File: config.mk
export PLATFORM = sky130hd
export DESIGN_NAME = turfio_cin_train_fsm
export DESIGN_NICKNAME = d
export VERILOG_FILES = /design/src/rtl/turfio_cin_pkg.sv /design/src/rtl/turfio_cin_train_fsm_sat_counter.sv /design/src/rtl/turfio_cin_train_fsm.sv
export SDC_FILE = /design/constraint.sdc
export NUM_CORES = 1
export LEC_CHECK = 0
export CAP_MARGIN = 20
export CORE_MARGIN = 10
export CORE_UTILIZATION = 45
export DETAILED_ROUTE_END_ITERATION = 8
export PLACE_DENSITY = 0.82
export SLEW_MARGIN = 20
export SYNTH_ARGS = -nofsm -noshare
export SYNTH_HDL_FRONTEND = slang
export SYNTH_SLANG_ARGS = --single-unit
File: constraint.sdc
create_clock -name ifclk_i -period 2.2 [get_ports ifclk_i]
set_input_delay 0.55 -clock ifclk_i [delete_from_list [all_inputs] [get_ports ifclk_i]]
set_output_delay 0.55 -clock ifclk_i [all_outputs]
set_load 0.05 [all_outputs]
File: src/rtl/turfio_cin_pkg.sv
// Shared definitions for the TURFIO CIN capture path: training FSM states and
// the default training word, also used by the parallel sync stage.
package turfio_cin_pkg;

  localparam logic [31:0] TRAIN_SEQUENCE_DEFAULT = 32'hA55A6996;

  typedef enum logic [3:0] {
    IDLE    = 4'd0,
    ARESET  = 4'd1,
    SETTLE  = 4'd2,
    CHECK   = 4'd3,
    SLIP    = 4'd4,
    NEXTOFF = 4'd5,
    LOCKED  = 4'd6,
    RUN     = 4'd7,
    FAIL    = 4'd8
  } cin_train_state_e;

  // True while the alignment search is in progress.
  function automatic logic is_search(input cin_train_state_e st);
    case (st)
      ARESET, SETTLE, CHECK, SLIP, NEXTOFF: is_search = 1'b1;
      default:                              is_search = 1'b0;
    endcase
  endfunction

endpackage

File: src/rtl/turfio_cin_train_fsm_sat_counter.sv
// Saturating up-counter with synchronous clear; clear wins over increment.
module sat_counter #(
  parameter int unsigned WIDTH = 16
) (
  input  logic             clk,
  input  logic             rst_n,
  input  logic             clr,
  input  logic             inc,
  output logic [WIDTH-1:0] count
);

  logic [WIDTH-1:0] count_r;

  // Count register: holds at all-ones instead of wrapping.
  always_ff @(posedge clk or negedge rst_n) begin
    if (!rst_n) begin
      count_r <= '0;
    end else if (clr) begin
      count_r <= '0;
    end else if (inc && (count_r != {WIDTH{1'b1}})) begin
      count_r <= count_r + {{(WIDTH-1){1'b0}}, 1'b1};
    end else begin
      count_r <= count_r;
    end
  end

  assign count = count_r;

endmodule

File: src/rtl/turfio_cin_train_fsm.sv
// CIN link training: walks 8 capture offsets x 4 bitslips looking for a run of
// training words, then monitors the link while locked and hands over to data mode.
module turfio_cin_train_fsm
  import turfio_cin_pkg::*;
#(
  parameter logic [31:0] TRAIN_SEQUENCE = TRAIN_SEQUENCE_DEFAULT,
  parameter int unsigned MATCH_COUNT    = 4,
  parameter int unsigned SETTLE_WORDS   = 2
) (
  input  logic        ifclk_i,
  input  logic        ifclk_rstn_i,
  input  logic        train_start_i,
  input  logic        run_i,
  input  logic [31:0] cin_parallel_i,
  input  logic        cin_parallel_valid_i,
  output logic [2:0]  offset_o,
  output logic        rst_bitslip_o,
  output logic        bitslip_o,
  output logic        enable_o,
  output logic        locked_o,
  output logic        fail_o,
  output logic        busy_o,
  output logic [1:0]  slip_count_o,
  output logic [15:0] err_count_o
);

  localparam logic [3:0] MATCH_LAST  = 4'(MATCH_COUNT - 1);
  localparam logic [2:0] SETTLE_LAST = 3'(SETTLE_WORDS - 1);

  cin_train_state_e state_r, state_n;
  logic [2:0] offset_r, offset_n;
  logic [1:0] slip_r, slip_n;
  logic [3:0] match_r, match_n;
  logic [2:0] settle_r, settle_n;
  logic       rst_bitslip_r, bitslip_r, enable_r, locked_r, fail_r, busy_r;
  logic       word_ok_s, word_bad_s, err_inc_s;

  assign word_ok_s  = cin_parallel_valid_i && (cin_parallel_i == TRAIN_SEQUENCE);
  assign word_bad_s = cin_parallel_valid_i && (cin_parallel_i != TRAIN_SEQUENCE);
  assign err_inc_s  = (state_r == LOCKED) && word_bad_s;

  // State and search-position registers; status flags are registered from the next state.
  always_ff @(posedge ifclk_i or negedge ifclk_rstn_i) begin
    if (!ifclk_rstn_i) begin
      state_r       <= IDLE;
      offset_r      <= 3'd0;
      slip_r        <= 2'd0;
      match_r       <= 4'd0;
      settle_r      <= 3'd0;
      rst_bitslip_r <= 1'b0;
      bitslip_r     <= 1'b0;
      enable_r      <= 1'b0;
      locked_r      <= 1'b0;
      fail_r        <= 1'b0;
      busy_r        <= 1'b0;
    end else begin
      state_r       <= state_n;
      offset_r      <= offset_n;
      slip_r        <= slip_n;
      match_r       <= match_n;
      settle_r      <= settle_n;
      rst_bitslip_r <= (state_n == ARESET);
      bitslip_r     <= (state_n == SLIP);
      enable_r      <= (state_n == RUN);
      locked_r      <= (state_n == LOCKED) || (state_n == RUN);
      fail_r        <= (state_n == FAIL);
      busy_r        <= is_search(state_n);
    end
  end

  // Next-state logic; a training request overrides everything else, including run_i.
  always_comb begin
    state_n  = state_r;
    offset_n = offset_r;
    slip_n   = slip_r;
    match_n  = match_r;
    settle_n = settle_r;
    if (train_start_i) begin
      state_n  = ARESET;
      offset_n = 3'd0;
      slip_n   = 2'd0;
      match_n  = 4'd0;
      settle_n = 3'd0;
    end else begin
      case (state_r)
        IDLE: state_n = IDLE;
        ARESET: begin
          state_n  = SETTLE;
          settle_n = 3'd0;
          match_n  = 4'd0;
        end
        SETTLE: begin
          if (!cin_parallel_valid_i) begin
            settle_n = settle_r;
          end else if (settle_r == SETTLE_LAST) begin
            state_n  = CHECK;
            settle_n = 3'd0;
          end else begin
            settle_n = settle_r + 3'd1;
          end
        end
        CHECK: begin
          if (word_ok_s) begin
            if (match_r == MATCH_LAST) begin
              state_n = LOCKED;
            end else begin
              match_n = match_r + 4'd1;
            end
          end else if (word_bad_s) begin
            match_n = 4'd0;
            state_n = (slip_r < 2'd3) ? SLIP : NEXTOFF;
          end else begin
            match_n = match_r;
          end
        end
        SLIP: begin
          slip_n   = slip_r + 2'd1;
          settle_n = 3'd0;
          state_n  = SETTLE;
        end
        NEXTOFF: begin
          if (offset_r < 3'd7) begin
            offset_n = offset_r + 3'd1;
            slip_n   = 2'd0;
            state_n  = ARESET;
          end else begin
            state_n  = FAIL;
          end
        end
        LOCKED:  state_n = run_i ? RUN : LOCKED;
        RUN:     state_n = run_i ? RUN : LOCKED;
        FAIL:    state_n = FAIL;
        default: state_n = IDLE;
      endcase
    end
  end

  sat_counter #(.WIDTH(16)) u_err_count (
    .clk   (ifclk_i),
    .rst_n (ifclk_rstn_i),
    .clr   (train_start_i),
    .inc   (err_inc_s),
    .count (err_count_o)
  );

  assign offset_o      = offset_r;
  assign slip_count_o  = slip_r;
  assign rst_bitslip_o = rst_bitslip_r;
  assign bitslip_o     = bitslip_r;
  assign enable_o      = enable_r;
  assign locked_o      = locked_r;
  assign fail_o        = fail_r;
  assign busy_o        = busy_r;

endmodule

## Word-level counts from Yosys, hierarchy flattened

Index checks and enable logic that the tools add are counted.

- Output and inout port bits: 27
- Bits in registers: 38
- Bits of input ports: 37

- Eq/ne operators: 25
- Add/subtract/negate cells: 5
- Order comparisons: 2
- Reduce and logical (&&, ||, !) cells: 18
- Muxes and demuxes: 28

Operators by type and width:

| kind | count |
|---|---|
| $mux 4 | 11 |
| $eq 32x32->1 const B | 1 |
| $eq 4x3->1 const B | 8 |
| $mux 16 | 2 |
| $ne 32x32->1 const B | 1 |
| $pmux 4 s6 | 1 |
| $eq 4x2->1 const B | 5 |
| $mux 3 | 6 |
| $add 16x1->16 const B | 1 |
| $ne 16x16->1 const B | 1 |
| $reduce_bool 3->1 | 3 |
| $eq 4x1->1 const B | 2 |
| $eq 4x4->1 const B | 2 |
| $ne 4x4->1 const B | 2 |
| $pmux 4 s2 | 1 |
| $add 3x1->3 const B | 2 |
| $ne 3x3->1 const B | 2 |
| $pmux 3 s2 | 1 |
| $reduce_and 2->1 | 3 |
| $reduce_bool 2->1 | 3 |
| $reduce_or 5->1 | 1 |
| $add 4x1->4 const B | 1 |
| $logic_and 1x1->1 | 4 |
| $mux 2 | 2 |
| 9 further kinds | 12 |

## Longest topological paths before layout

Gate-level depths: netlist (run 1).

- Word-level depth: 9
- Mapped depth: 8
- Depth with buffers taken out: 7

## Hierarchy

From an unflattened synthesis (run 1), not the netlist that was laid out.

- Cells, all modules: 224
- Area total of the unflattened synthesis: 2,268.4 um^2

Modules (own cells, without submodules):

| module | times used | area an instance (um^2) | cells an instance |
|---|---|---|---|
| turfio_cin_train_fsm | 1 | 1,326.3 | 126 |
| sat_counter | 1 | 942.2 | 98 |

## Least setup slack after synthesis (run 1)

Ideal clock, no wire load.

- Kind: reg2reg
- Start point: register u_err_count.count_r[0] (netlist: u_err_count.count[0])
- End point: register u_err_count.count_r[0] (netlist: u_err_count.count[0])
- Setup slack: -0.086 ns
- Data required time: 2.068 ns
- Arrival time: 2.154 ns
- Clock period less this slack: 2.286 ns
- Cell stages (with the launch flop): 9
- Cells stage by stage: dfrtp_1 -> ha_1 -> nand2_1 -> or3_1 -> o22ai_2 -> clkbuf_1 -> nor2_1 -> xnor2_1 -> nor2_1

- Cells in the longest elaborated chain, start to end: 3

Ends and longest elaborated chain:

| element | RTL line | text |
|---|---|---|
| start, declared | turfio_cin_train_fsm_sat_counter.sv:12 | `logic [WIDTH-1:0] count_r;` |
| start signal, assigned | turfio_cin_train_fsm_sat_counter.sv:21 | `count_r <= count_r + {{(WIDTH-1){1'b0}}, 1'b1};` |
| start signal, assigned | turfio_cin_train_fsm_sat_counter.sv:23 | `count_r <= count_r;` |
| $add 16x1->16 or $ne 16x16->1 (tied branches) | turfio_cin_train_fsm_sat_counter.sv:21, turfio_cin_train_fsm_sat_counter.sv:20 |  |
| $mux 16 or $logic_and 1x1->1 (tied branches) | turfio_cin_train_fsm_sat_counter.sv:20 | `end else if (inc && (count_r != {WIDTH{1'b1}})) begin` |
| $mux 16 or $reduce_bool 2->1 (tied branches) | n/a |  |

Several ways; a longest one is shown, not always the timed one. The select of a mux whose other input is x is not followed.
A chain may end at the register's enable or synchronous reset.

## Worst setup path after layout (run 1)

- Start point: input port cin_parallel_i[28]
- End point: register match_r[0]

- Cells in the longest elaborated chain, start to end: 5

Ends and longest elaborated chain:

| element | RTL line | text |
|---|---|---|
| start, declared | turfio_cin_train_fsm.sv:14 | `input logic [31:0] cin_parallel_i,` |
| $eq 32x32->1 | turfio_cin_train_fsm.sv:38 | `assign word_ok_s = cin_parallel_valid_i && (cin_parallel_i == TRAIN_SEQUENCE);` |
| $logic_and 1x1->1 | turfio_cin_train_fsm.sv:38 |  |
| $mux 4 | turfio_cin_train_fsm.sv:103 | `if (word_ok_s) begin` |
| $pmux 4 s2 | turfio_cin_train_fsm.sv:85 | `case (state_r)` |
| $mux 4 | turfio_cin_train_fsm.sv:78 | `if (train_start_i) begin` |
| end signal, assigned | turfio_cin_train_fsm.sv:60 | `match_r <= match_n;` |
| end, declared | turfio_cin_train_fsm.sv:33 | `logic [3:0] match_r, match_n;` |

Several ways; a longest one is shown, not always the timed one.

==> results of run 1 <==
worst paths after layout:
path	from	end	cells after the start
hold reg to reg	settle_r[1]	settle_r[1]	2
hold / removal	ifclk_rstn_i	match_r[2]	1
max in group asynchronous	ifclk_rstn_i	match_r[0]	2
min in group ifclk_i	settle_r[1]	settle_r[1]	2
setup reg to reg	state_r[0]	slip_count_o[1]	6
setup / recovery	cin_parallel_i[28]	match_r[0]	8
repair_timing:
action	CTS	global route
pin swaps	15	14
gates cloned	0	2
hold buffers	0	0
endpoints found under the setup margin	16	17
gates resized for setup	71	25
setup buffers	1	1
report_power, final:
part | internal, mW | switching [mW] | total, mW
Sequential | 0.712 | 0.00958 | 0.721
Clock | 0.252 | 0.248 | 0.500
Combinational | 0.126 | 0.130 | 0.255
Total | 1.09 | 0.387 | 1.48
synthesized netlist by cell type, drive strengths merged (3+ instances only):
library cell  instances
dfrtp                38
nor2                 27
nand2                17
xnor2                15
nand3                13
o21ai                13
nor3                 12
inv                  11
nor4bb                8
a21oi                 5
a31oi                 5
clkbuf                5
or3                   5
ha                    4
nand2b                4
nand4                 4
nor2b                 4
buf                   3
mux2                  3
nor3b                 3
nor4                  3
cell type report:
| cell class | instances | area (um^2) |
|---|---|---|
| clock buffers | 6 | 82.58 |
| clock inverters | 2 | 12.51 |
| fillers | 327 | 1241 |
| inverters | 11 | 41.29 |
| multi-input cells | 170 | 1236 |
| flip-flops and latches | 38 | 953.4 |
| well taps | 52 | 65.06 |
| repair buffers | 93 | 842.1 |
registers in the layout (all words and copies together), names as in the netlist:
| register | cells |
|---|---|
| bitslip_o | 1 |
| busy_o | 1 |
| enable_o | 1 |
| fail_o | 1 |
| locked_o | 1 |
| match_r | 4 |
| offset_o | 3 |
| rst_bitslip_o | 1 |
| settle_r | 3 |
| slip_count_o | 2 |
| state_r | 4 |
| u_err_count.count | 16 |
layer usage:
metal	wire length, um	part of all wire	global-route usage	vias to the layer above
met2	2954	0.48	0.2520	90
met5	0	0	0	-
met3	626	0.10	0.05790	12
met4	133	0.021	0.07195	0
li1	-	-	-	997
met1	2477	0.40	0.1694	1000
logic make-up (layout without fill, tap and decap cells):
family | count (synthesis) | count (layout) | share of synthesized area
and+or+nand+nor | 111 | 111 | 0.2931
AOI/OAI and AO/OA | 35 | 35 | 0.1154
xor gates and xnor gates | 17 | 17 | 0.07004
adders and majority gates | 4 | 4 | 0.02354
DFF | 38 | 38 | 0.4473
muxes | 3 | 3 | 0.01589
buffers and inverters | 19 | 112 | 0.03473
metrics by stage:
step / hold WS [ps] / instances / util / power, mW
detailed placement: 528.0 / 361 / 0.6742 / 0.9892
finish: 218.3 / 372 / 0.7226 / 1.476
global placement: 520.2 / 361 / 0.6742 / 0.9849
CTS: 226.7 / 370 / 0.7117 / 1.494
global route: 257.8 / 372 / 0.7226 / 1.544
floorplan: 254.4 / 227 / - / 0.8412
==> flow_summary.toml, run 1 <==
[logic_synthesis]
yosysUniqueCellTypes = 47
yosys-top-cells-area = "dfrtp_1 45%, xnor2_1 6.2%, nor2_1 4.8%, nor4bb_1 3.8%, nand3_1 3.1%"
seq_area_frac_synth = 0.4473
synth_edf_count = 0
syn_nets = 268
synth_warnings = 0
syn_area_um2 = 2126
avgSynthCellArea_um2 = 9.365
yosys.area.top_type = "dfrtp_1"
synth_top_cell_area_share = 0.4473
syn_inst = 227
ys_ff_latch = 38
synthArstFlopShare = 1.000
synthFlopType = "dfrtp_1"

[finish]
syn_to_final_growth_pct = 52.09
final_cell_mix = "36 x dfrtp_1, 28 x clkdlybuf4s50_1, 26 x nor2_1, 26 x buf_4, 17 x nand2_1"
fin_area_um2 = 3233
insertedDiodeCount = 0
final_layout_size_suffix_gt1_frac = 0.2469
final_common_cell = "dfrtp_1"
nets = 360

[outcome]
violations = "setup timing"
outcome = "complete, but fails checks"

[detailed_routing]
viasPerCell = 5.642
post_drt_wl_per_cell_um = 16.65
vias = 2099
first_pass_iters = 4
drtIter0Drc = 151
drc_errors = 0
wirelength_um = 6192
ant_nets = 0

[run]
drv_cap = 0

[sta]
hold_viol = 0
fin_crit_sh = 1.003
finClkSkew_ps = 5.111
drv_slew = 0
fmax_mhz = 453.0
max-slew-margin-rel = 0.6555
min_period_ps = 2208
finalWorstSetupSlack_ps = -7.697
tns_ps = -9.854
finalSetupViolCount = 2
worst_pin_slew_ps = 515.1

[placed_design]
place.gp.congestion = 0.9341
port_buffers = 63
place_area_um2 = 3017
dp_hpwl_um = 4525
dp_slack_ps = -640.7

[grt]
grt_pass1_wl_um = 9446
grt.overflow.total = 0
track_usage = 0.1524
grt_pass1_vias = 2078
grt_antenna_before_repair = 0
grt_max_degree = 23

[die]
rows = 24
die_area_um2 = 7873
die_y_um = 88.73
io_pins = 64
core_um2 = 4474
die_width_um = 88.73
initial_core_util = 0.4751

[hold_path]
holdCritPathClass = "input port to asynchronous set/reset pin"

[setup_path]
crit_chain = "clkdlybuf4s15_1 > nor4bb_4 > nand4_1 > or2_1 > nor4b_2 > buf_4 > nor2b_1 > mux2_2"
cpPeakStageDelay_ps = 340
end_kind = "flip-flop"
regToRegSetupSlack_ps = 140
critPathKind = "input port to flip-flop"
cp_max_fo = 5
required_ps = 2430
path_buf_inv = 2
critPathSlowestCell = "nor4b_2"
crit_family = "simple AND/OR/NAND/NOR gates"
arrival_ps = 2440
startpoint_type = "input port"

[clock_network]
cts.path.max_buffers = 2
clkTransAtPathRegs_ps = 80
insertion_delay_ps = 290
cts_made_buffers = 5
cts_sinks = 38
cts_tree = "yes"
htree_levels = 2
root_buffer = "clkbuf_8"

[power]
p_per_area_nw_per_um2 = 456.7
ir_drop_v = 0.0003865
p_leak_nw = 1.393
Note: power is estimated with default switching activity, not from simulation.
==> run 2, diff against run 1 <==
--- a/config.mk
+++ b/config.mk
@@ -5,11 +5,12 @@
 export SDC_FILE = /design/constraint.sdc
 export NUM_CORES = 1
 export LEC_CHECK = 0
+export ABC_AREA = 1
 export CAP_MARGIN = 20
 export CORE_MARGIN = 10
 export CORE_UTILIZATION = 45
 export DETAILED_ROUTE_END_ITERATION = 8
-export PLACE_DENSITY = 0.82
+export PLACE_DENSITY = 0.8
 export SLEW_MARGIN = 20
 export SYNTH_ARGS = -nofsm -noshare
 export SYNTH_HDL_FRONTEND = slang
==> flow_summary.toml, run 2 <==
[grt]
grt.overflow.total = 0
grt_max_degree = 27
grt_antenna_before_repair = 0
grt_pass1_vias = 2382
track_usage = 0.1490
grt_pass1_wl_um = 10750

[finish]
final_layout_size_suffix_gt1_frac = 0.1069
fin_area_um2 = 3313
n_fill_cell = 453
final_cell_mix = "96 x nand2_1, 60 x clkdlybuf4s50_1, 50 x nor2_1"
largest_reg_flops = 16
stdcell_count = 491
final_common_cell = "nand2_1"
final-seq-area_um2 = 950.9
syn_to_final_growth_pct = 35.03
multi_input_area_um2 = 1294
nets = 461
insertedDiodeCount = 0

[clock_network]
clkTransAtPathRegs_ps = 70
ctsResizeCount = 0
cts_sinks = 38
htree_levels = 2
root_buffer = "clkbuf_8"
cts_made_buffers = 5
hold_buffers = 0
cts.path.max_buffers = 2
insertion_delay_ps = 290
post_cts_buffers = 0
cts_tree = "yes"

[setup_path]
crit_family = "buffers and inverters"
path_buf_inv = 1
arrival_ps = 1590
cp_max_fo = 6
end_kind = "output port"
startpoint_type = "flip-flop"
critPathKind = "flip-flop to output port"
required_ps = 1650
critPathSlowestCell = "clkdlybuf4s50_1"
crit_chain = "clkdlybuf4s50_1"
cpPeakStageDelay_ps = 850

[sta]
fin_hold_ws_ps = 246.6
drv_slew = 0
finClkSkew_ps = 8.037
finalSetupViolCount = 0
max-slew-margin-rel = 0.6120
min_period_ps = 2143
hold_viol = 0
fmax_mhz = 466.7
worst_pin_slew_ps = 582.0
rsz0062_at_grt = "false"
tns_ps = 0
fin_crit_sh = 0.9740

[logic_synthesis]
yosys.area.top_type = "dfrtp_1"
syn_inst = 344
yosys-top-cells-area = "dfrtp_1 39%, nand2_1 15%, nor2_1 7.6%, nand3_1 6.5%, inv_1 6.1%"
synthArstFlopShare = 1.000
synth_top_cell_area_share = 0.3876
synthFlopType = "dfrtp_1"
ys_ff_latch = 38
seq_area_frac_synth = 0.3876
yosysUniqueCellTypes = 31
synth_warnings = 0
avgSynthCellArea_um2 = 7.133
synth_common_cells = "96 x nand2_1, 50 x nor2_1, 40 x inv_1"
syn_nets = 385
synth.most_common_cell = "nand2_1"
syn_area_um2 = 2454
synth_edf_count = 0

[placed_design]
dp_hpwl_um = 5258
port_buffers = 63
place_area_um2 = 3219
numPlacedInstances = 483
place.gp.congestion = 0.8843

[detailed_routing]
drc_errors = 0
ant_nets = 0
vias = 2441
viasPerCell = 4.971
first_pass_iters = 4
post_drt_wl_per_cell_um = 13.06
wirelength_um = 6411
drtIter0Drc = 134

[die]
die_width_um = 93.84
initial_core_util = 0.4714
die_area_um2 = 8806
core_um2 = 5205
rows = 26
io_pins = 64
die_y_um = 93.84

[power]
ir_drop_v = 0.0004566
p_leak_nw = 1.527
power_mw = 1.753
p_per_area_nw_per_um2 = 529.0

[outcome]
outcome = "finished, final reports clean"

[run]
drv_cap = 0

[hold_path]
holdCritPathClass = "input port to asynchronous set/reset pin"
-- run 2: cell count changes in the layout (fill, tap and decap cells not counted), moves of 9 or more --
cell             change
clkdlybuf4s50_1     +32
clkbuf_2            -10
o31ai_1             +11
xor2_1              +10
nand2_1             +79
nor2_1              +24
nand3_1             +19
dlygate4sd2_1        -9
xnor2_1             -12
buf_4               -14
inv_1               +29
-- run 2: logic make-up (layout without fill, tap and decap cells) --
| logic type | after synthesis | after routing | synth area share |
|---|---|---|---|
| AO/OA/AOI/OAI | 31 | 31 | 0.08466 |
| XOR/XNOR | 15 | 15 | 0.05355 |
| adder cells (fa/ha/maj) | 4 | 4 | 0.02040 |
| buffers and inverters | 52 | 129 | 0.08516 |
| flip-flops | 38 | 38 | 0.3876 |
| AND/OR/NAND/NOR | 204 | 204 | 0.3687 |
-- run 2: stage by stage --
step | utilization | setup slack (ps)
6_report | 0.6365 | 57.16
5_1_grt | 0.6365 | 0.1508
4_1_cts | 0.6361 | 45.58
2_1_floorplan | - | 264.5
3_3_place_gp | 0.6185 | 43.50
3_5_place_dp | 0.6185 | 10.05
-- run 2: layout make-up --
type	instances	share of cell area
sequential	38	0.2870
inverter	47	0.05476
tap	70	0.02644
multi-input combinational	254	0.3905
clock buffer	7	0.02606
timing repair buffer	74	0.2137
clock inverter	1	0.001511
-- run 2: power by group --
part	switching [mW]	total (mW)	internal (mW)
Clock	0.234	0.486	0.253
Combinational	0.298	0.481	0.184
Sequential	0.0447	0.785	0.740
-- run 2: worst paths after layout --
kind	endpoint	cells past startpoint	slack, ps	from
max	err_count_o[9]	1	60	u_err_count.count[9]
min	u_err_count.count[12]	1	250	ifclk_rstn_i
max reg2reg	u_err_count.count[13]	9	400	u_err_count.count[0]
min reg2reg	offset_o[0]	1	540	offset_o[0]
max in group asynchronous	bitslip_o	2	1420	ifclk_rstn_i
min in group ifclk_i	offset_o[0]	1	540	offset_o[0]
-- run 2: routing by layer --
layer  GRT usage  vias up  part of all wire  routed length, um
met1      0.1673     1135              0.41               2623
li1            -     1248                 -                  -
met4     0.04051        0            0.0083                 53
met5           0        -                 0                  0
met2      0.2609       54              0.52               3334
met3     0.05116        4             0.062                400
==> RTL change 1: new RTL, settings of run 2 <==
Encoding of `cin_train_state_e`: now one-hot (9 bits for 9 states).
--- a/src/rtl/turfio_cin_pkg.sv
+++ b/src/rtl/turfio_cin_pkg.sv
@@ -4,16 +4,16 @@
 
   localparam logic [31:0] TRAIN_SEQUENCE_DEFAULT = 32'hA55A6996;
 
-  typedef enum logic [3:0] {
-    IDLE    = 4'd0,
-    ARESET  = 4'd1,
-    SETTLE  = 4'd2,
-    CHECK   = 4'd3,
-    SLIP    = 4'd4,
-    NEXTOFF = 4'd5,
-    LOCKED  = 4'd6,
-    RUN     = 4'd7,
-    FAIL    = 4'd8
+  typedef enum logic [8:0] {
+    IDLE    = 9'b000000001,
+    ARESET  = 9'b000000010,
+    SETTLE  = 9'b000000100,
+    CHECK   = 9'b000001000,
+    SLIP    = 9'b000010000,
+    NEXTOFF = 9'b000100000,
+    LOCKED  = 9'b001000000,
+    RUN     = 9'b010000000,
+    FAIL    = 9'b100000000
   } cin_train_state_e;
 
   // True while the alignment search is in progress.
Behaviour: no difference found for any inputs over 10 cycles, from zero or initial values and one cycle with ifclk_rstn_i low; not proved beyond that.
==> RTL change 1 against run 2 <==
Sequential power rose by 5.7%. Fmax is 0.35% higher. Clock skew down 0.0021 ns. Area after synthesis rose by 13%. Worst setup slack better by 0.0076 ns. Critical endpoint unchanged. First-iteration DRC count up 47%. Sequential cell count grew 5. Highest routed layer unchanged. Critical path depth is the same. Total power up 6.3%. Cell area grew 9.3%. Count of clock-buffer cells in the layout is 2 lower. Routed wire length grew 13%.
==> RTL change 1: results (changes against run 2) <==
Worst setup path
  – Capture point of the worst reg-to-reg path: u_err_count.count[2]
  – Crit Path Max Fanout: 5 (-1)
  – Number of cell instances on the worst register-to-register path: 11 (+2)
  – Setup slack, reg-to-reg: 0.33 ns (-0.07 ns)

Placement
  – Placed Cells incl. Taps: 527 (+9.1%)
  – Total half-perimeter wirelength after legalization and detailed placement: 5877 um (+12%)
  – Dpl cell area: 3481 um^2 (+8.1%)
  – Pre-CTS worst setup slack: 0.004897 ns (-0.005150 ns)
  – GP Congestion: 0.9033 (+2.1%)
  – Number of input and output port buffers inserted: 63 (unchanged)

Routing
  – Average wire length per cell after detail routing: 13.52 um (+3.6%)
  – Wire length on met3: 411 um (+2.8%)
  – Routed length on met1: 2962 um (+13%)
  – Routed via count divided by cell count: 5.064 (+1.9%)
  – Detailed router's first-iteration violation count: 197 (+47%)
  – Met2 Routed Length: 3776 um (+13%)

Global route
  – Via count of the first global-routing pass: 2789 (+17%)
  – Combined global-route utilization of all metal layers: 14.77% (-0.13 points)
  – GR Layer Usage met1: 17.25% (+0.52 points)
  – Met2 Resource Use GR: 26.22% (+0.13 points)
  – Met3 Usage GRT: 3.594% (-1.5 points)
  – Maximum number of pins on one net before global-route repair: 44 (+63%)

CTS
  – Clock transition at the registers of the reported paths: 0.09 ns (+0.02 ns)

Logic synthesis
  – Xor-xnor portion of the synthesized cell area: 4.438% (-0.92 points)
  – Number of cells produced by synthesis: 388 (+13%)
  – Adder-cell share of the synthesized area: 1.812% (-0.23 points)
  – Number of nets in the synthesized netlist: 429 (+11%)
  – Unique masters post-synth: 33 (+6.5%)
  – Complex-gate fraction of the synthesized area: 6.250% (-2.2 points)
  – Post-synthesis sequential area ratio: 38.99% (+0.24 points)

STA
  – Setup clock skew after layout: 0.005948 ns (-0.002088 ns)
  – WHS: 0.3206 ns (+0.07395 ns)
  – Worst slew margin: 64.19% (+3.0 points)

Finish
  – Layout cells sized above 1: 11.74% (+1.1 points)
  – FF+latch count: 43 (+13%)
  – Final instance count without filler cells: 535 (+9.0%)
  – Share of final layout cell area taken by clock buffers and inverters: 3.768% (+1.0 points)
  – Filler instances: 538 (+19%)
  – Count of clock-net buffers in the final layout: 5 (-2)
  – Number of non-clock buffers in the layout: 70 (-5.4%)
  – Comb_multi_in: 280 (+10%)
  – Layout Cell Area excl Fill: 3620 um^2 (+9.3%)
  – Final Net Count: 500 (+8.5%)

Floorplan
  – Die W: 98.36 um (+4.8%)

Pwr
  – Leakage power of the design: 1.764 nW (+16%)
  – Max IR drop VDD: 451.5 uV (-1.1%)

Status
  – Result of the run: finished, final reports clean
RTL change 1: cell types whose count changed after synthesis, moves of 4 or more:
cell and change:
o31ai_1 -9, inv_1 +6, o21ai_2 +5, nor2_1 +10, nor2_4 +4, o21ai_0 -4, dfrtp_1 +4, nand3_1 -4
nand4_1 +14, inv_2 +7, nand2_1 +5
RTL change 1: worst max path at each step:
stage	to	slack [ns]	cells after the start
after floorplan	u_err_count.count[13]	0.20	11
after global placement	u_err_count.count[5]	0.03	13
after detailed placement	u_err_count.count[2]	0.005	13
after CTS	err_count_o[10]	0.02	1
after global routing	err_count_o[2]	0.0001	1
final	err_count_o[9]	0.06	1
RTL change 1: power breakdown:
group	switching [mW]	internal, mW
logic	0.179	0.124
clock network	0.277	0.453
registers	0.0202	0.810
total	0.476	1.39
==> RTL change 2: new RTL, config.mk and constraints of run 2 <==
Without the edit above. Add an input register stage for `train_start_i`, `run_i`, `cin_parallel_i` and `cin_parallel_valid_i`, with the module's reset; this delays them by one clock.
--- a/src/rtl/turfio_cin_train_fsm.sv
+++ b/src/rtl/turfio_cin_train_fsm.sv
@@ -27,6 +27,25 @@
   localparam logic [3:0] MATCH_LAST  = 4'(MATCH_COUNT - 1);
   localparam logic [2:0] SETTLE_LAST = 3'(SETTLE_WORDS - 1);
 
+  logic train_start_q;
+  logic run_q;
+  logic [31:0] cin_parallel_q;
+  logic cin_parallel_valid_q;
+
+  always_ff @(posedge ifclk_i or negedge ifclk_rstn_i) begin
+    if (!ifclk_rstn_i) begin
+      train_start_q        <= '0;
+      run_q                <= '0;
+      cin_parallel_q       <= '0;
+      cin_parallel_valid_q <= '0;
+    end else begin
+      train_start_q        <= train_start_i;
+      run_q                <= run_i;
+      cin_parallel_q       <= cin_parallel_i;
+      cin_parallel_valid_q <= cin_parallel_valid_i;
+    end
+  end
+
   cin_train_state_e state_r, state_n;
   logic [2:0] offset_r, offset_n;
   logic [1:0] slip_r, slip_n;
@@ -35,8 +54,8 @@
   logic       rst_bitslip_r, bitslip_r, enable_r, locked_r, fail_r, busy_r;
   logic       word_ok_s, word_bad_s, err_inc_s;
 
-  assign word_ok_s  = cin_parallel_valid_i && (cin_parallel_i == TRAIN_SEQUENCE);
-  assign word_bad_s = cin_parallel_valid_i && (cin_parallel_i != TRAIN_SEQUENCE);
+  assign word_ok_s  = cin_parallel_valid_q && (cin_parallel_q == TRAIN_SEQUENCE);
+  assign word_bad_s = cin_parallel_valid_q && (cin_parallel_q != TRAIN_SEQUENCE);
   assign err_inc_s  = (state_r == LOCKED) && word_bad_s;
 
   // State and search-position registers; status flags are registered from the next state.
@@ -75,7 +94,7 @@
     slip_n   = slip_r;
     match_n  = match_r;
     settle_n = settle_r;
-    if (train_start_i) begin
+    if (train_start_q) begin
       state_n  = ARESET;
       offset_n = 3'd0;
       slip_n   = 2'd0;
@@ -90,7 +109,7 @@
           match_n  = 4'd0;
         end
         SETTLE: begin
-          if (!cin_parallel_valid_i) begin
+          if (!cin_parallel_valid_q) begin
             settle_n = settle_r;
           end else if (settle_r == SETTLE_LAST) begin
             state_n  = CHECK;
@@ -127,8 +146,8 @@
             state_n  = FAIL;
           end
         end
-        LOCKED:  state_n = run_i ? RUN : LOCKED;
-        RUN:     state_n = run_i ? RUN : LOCKED;
+        LOCKED:  state_n = run_q ? RUN : LOCKED;
+        RUN:     state_n = run_q ? RUN : LOCKED;
         FAIL:    state_n = FAIL;
         default: state_n = IDLE;
       endcase
@@ -138,7 +157,7 @@
   sat_counter #(.WIDTH(16)) u_err_count (
     .clk   (ifclk_i),
     .rst_n (ifclk_rstn_i),
-    .clr   (train_start_i),
+    .clr   (train_start_q),
     .inc   (err_inc_s),
     .count (err_count_o)
   );
Formal check against the unedited RTL: not equivalent (a bounded check fails within 4 cycles, from zero or initial values and one cycle with ifclk_rstn_i low).
==> RTL change 2 against run 2 <==
Worst setup slack lost 0.016 ns. Register-to-register slack worse by 0.08 ns. Highest routed layer unchanged. Sequential power rose by 83%. Critical endpoint is now offset_o[0]. Cell area is 30% higher. Count of clock-buffer cells in the layout increased by 5. First-iteration DRC count decreased by 31%. Total power grew 70%. Final cell count up 14%. Routed wire length grew 16%. Largest cell class is now sequential cells. Via count rose by 12%. Area after synthesis is 35% higher. Sequential cell count increased by 35.
==> RTL change 2: results (changes against run 2) <==
Status
  – Result of the run: finished, final reports clean

Placement
  – Total half-perimeter wirelength after legalization and detailed placement: 5591 um (+6.3%)
  – GP Congestion: 0.9317 (+5.4%)
  – Number of input and output port buffers inserted: 63 (unchanged)

Pwr
  – Leakage power of the design: 2.040 nW (+34%)
  – Max IR drop VDD: 356.7 uV (-22%)

Logic synthesis
  – Leading cell types by total area after synthesis: dfrtp_1 55%, nand2_1 11%, inv_1 5.9%
  – Post-synthesis sequential area ratio: 55.22% (+16 points)
  – Number of nets in the synthesized netlist: 423 (+9.9%)
  – Unique masters post-synth: 33 (+6.5%)
  – Top cells by count, synth: 97 x nand2_1, 73 x dfrtp_1, 52 x inv_1, 43 x nor2_1, 29 x nand3_1

Worst setup path
  – Number of cell instances on the worst register-to-register path: 9 (unchanged)
  – End of the critical path: offset_o[0]
  – Launching instance or port of the critical path: offset_o[0]
  – Crit Path Max Fanout: 5 (-1)
  – Capture point of the worst reg-to-reg path: u_err_count.count[12]
  – Arrival time at the worst endpoint: 1.61 ns (+0.02 ns)
  – Setup slack, reg-to-reg: 0.32 ns (-0.08 ns)

CTS
  – Buffer type at the clock tree root: clkbuf_8
  – Source-to-sink clock delay at the later pin of the worst-skew pair: 0.35 ns (+0.06 ns)
  – Number of levels in the clock H-tree: 3 (+1)
  – Total clock buffers created by CTS: 9 (+4)

Global route
  – Combined global-route utilization of all metal layers: 13.99% (-0.91 points)
  – Global-route wire length before repair: 12760 um (+19%)
  – Via count of the first global-routing pass: 2755 (+16%)
  – Maximum number of pins on one net before global-route repair: 42 (+56%)

Routing
  – Routed via count divided by cell count: 4.886 (-1.7%)
  – Detailed router's first-iteration violation count: 93 (-31%)
  – Total wire length: 7415 um (+16%)

Finish
  – Number of flip-flops under the largest register name: 32 (+16)
  – Final Net Count: 496 (+7.6%)
  – Layout cells sized above 1: 8.043% (-2.6 points)

STA
  – Setup clock skew after layout: 0.008814 ns (+0.0007775 ns)
  – Worst slew margin: 63.01% (+1.8 points)
==> RTL change 2: cell count changes after synthesis, moves of 4 or more <==
cell     delta
o21ai_1     +4
dfrtp_1    +35
inv_1      +12
nor2_1      -7
==> RTL change 2: worst min-delay path by stage <==
stage | start | to | slack [ns] | cells past startpoint
after floorplan | ifclk_rstn_i | bitslip_o | 0.25 | 0
after global placement | offset_o[2] | offset_o[2] | 0.48 | 1
after detailed placement | offset_o[2] | offset_o[2] | 0.50 | 1
after CTS | ifclk_rstn_i | cin_parallel_q[10] | 0.18 | 1
after global routing | ifclk_rstn_i | cin_parallel_q[0] | 0.22 | 1
final | ifclk_rstn_i | cin_parallel_q[10] | 0.18 | 1
==> RTL change 2: cell families (layout without fill, tap and decap cells) <==
family	Yosys count	count (layout)	synth area share [%]
adder cells (fa/ha/maj)	4	4	1.513
XOR/XNOR	12	12	3.177
flip-flops	73	73	55.22
buffers and inverters	62	140	7.337
AND/OR/NAND/NOR	197	197	26.25
AO/OA/AOI/OAI	34	34	6.505
==> RTL change 2: power breakdown <==
group	leakage (nW)	internal (mW)	total, mW	switching [mW]
logic	1.01	0.137	0.347	0.210
registers	0.925	1.40	1.44	0.0389
clock network	0.109	0.701	1.19	0.486
==> RTL change 2: timing repair <==
action	CTS	global route
gates resized for setup	1	1
setup buffers	0	0
endpoints found under the setup margin	1	1
==> RTL change 2: per-stage QoR <==
stage          hold WS, ns  worst slack, ns  instance area (um^2)  std cells  total power [mW]
2_1_floorplan       0.2544           0.1813                  3308        382             1.645
5_1_grt             0.2172         0.002539                  4297        559             3.101
6_report            0.1798          0.04150                  4297        559             2.971
4_1_cts             0.1826          0.02594                  4294        559             3.005
3_3_place_gp        0.4773           0.3690                  4065        543             1.804
3_5_place_dp        0.4997           0.3612                  4065        543             1.814
==> RTL change 2: final cells by class <==
cell class,count,area (um^2)
clock buffers,12,155.1
well taps,99,123.9
fillers,631,2918
clock inverters,4,75.07
inverters,56,210.2
repair buffers,68,666.9
flip-flops and latches,73,1827
multi-input cells,247,1239
==> RTL change 2: metal layers <==
| layer | track usage (%) | share of wire (%) | wire length (um) | vias up |
|---|---|---|---|---|
| li1 | - | - | - | 1367 |
| met2 | 24.60 | 54 | 4015 | 79 |
| met5 | 0 | 0 | 0 | - |
| met3 | 2.862 | 5.0 | 368 | 15 |
| met4 | 6.963 | 2.2 | 165 | 0 |
| met1 | 15.72 | 39 | 2866 | 1270 |
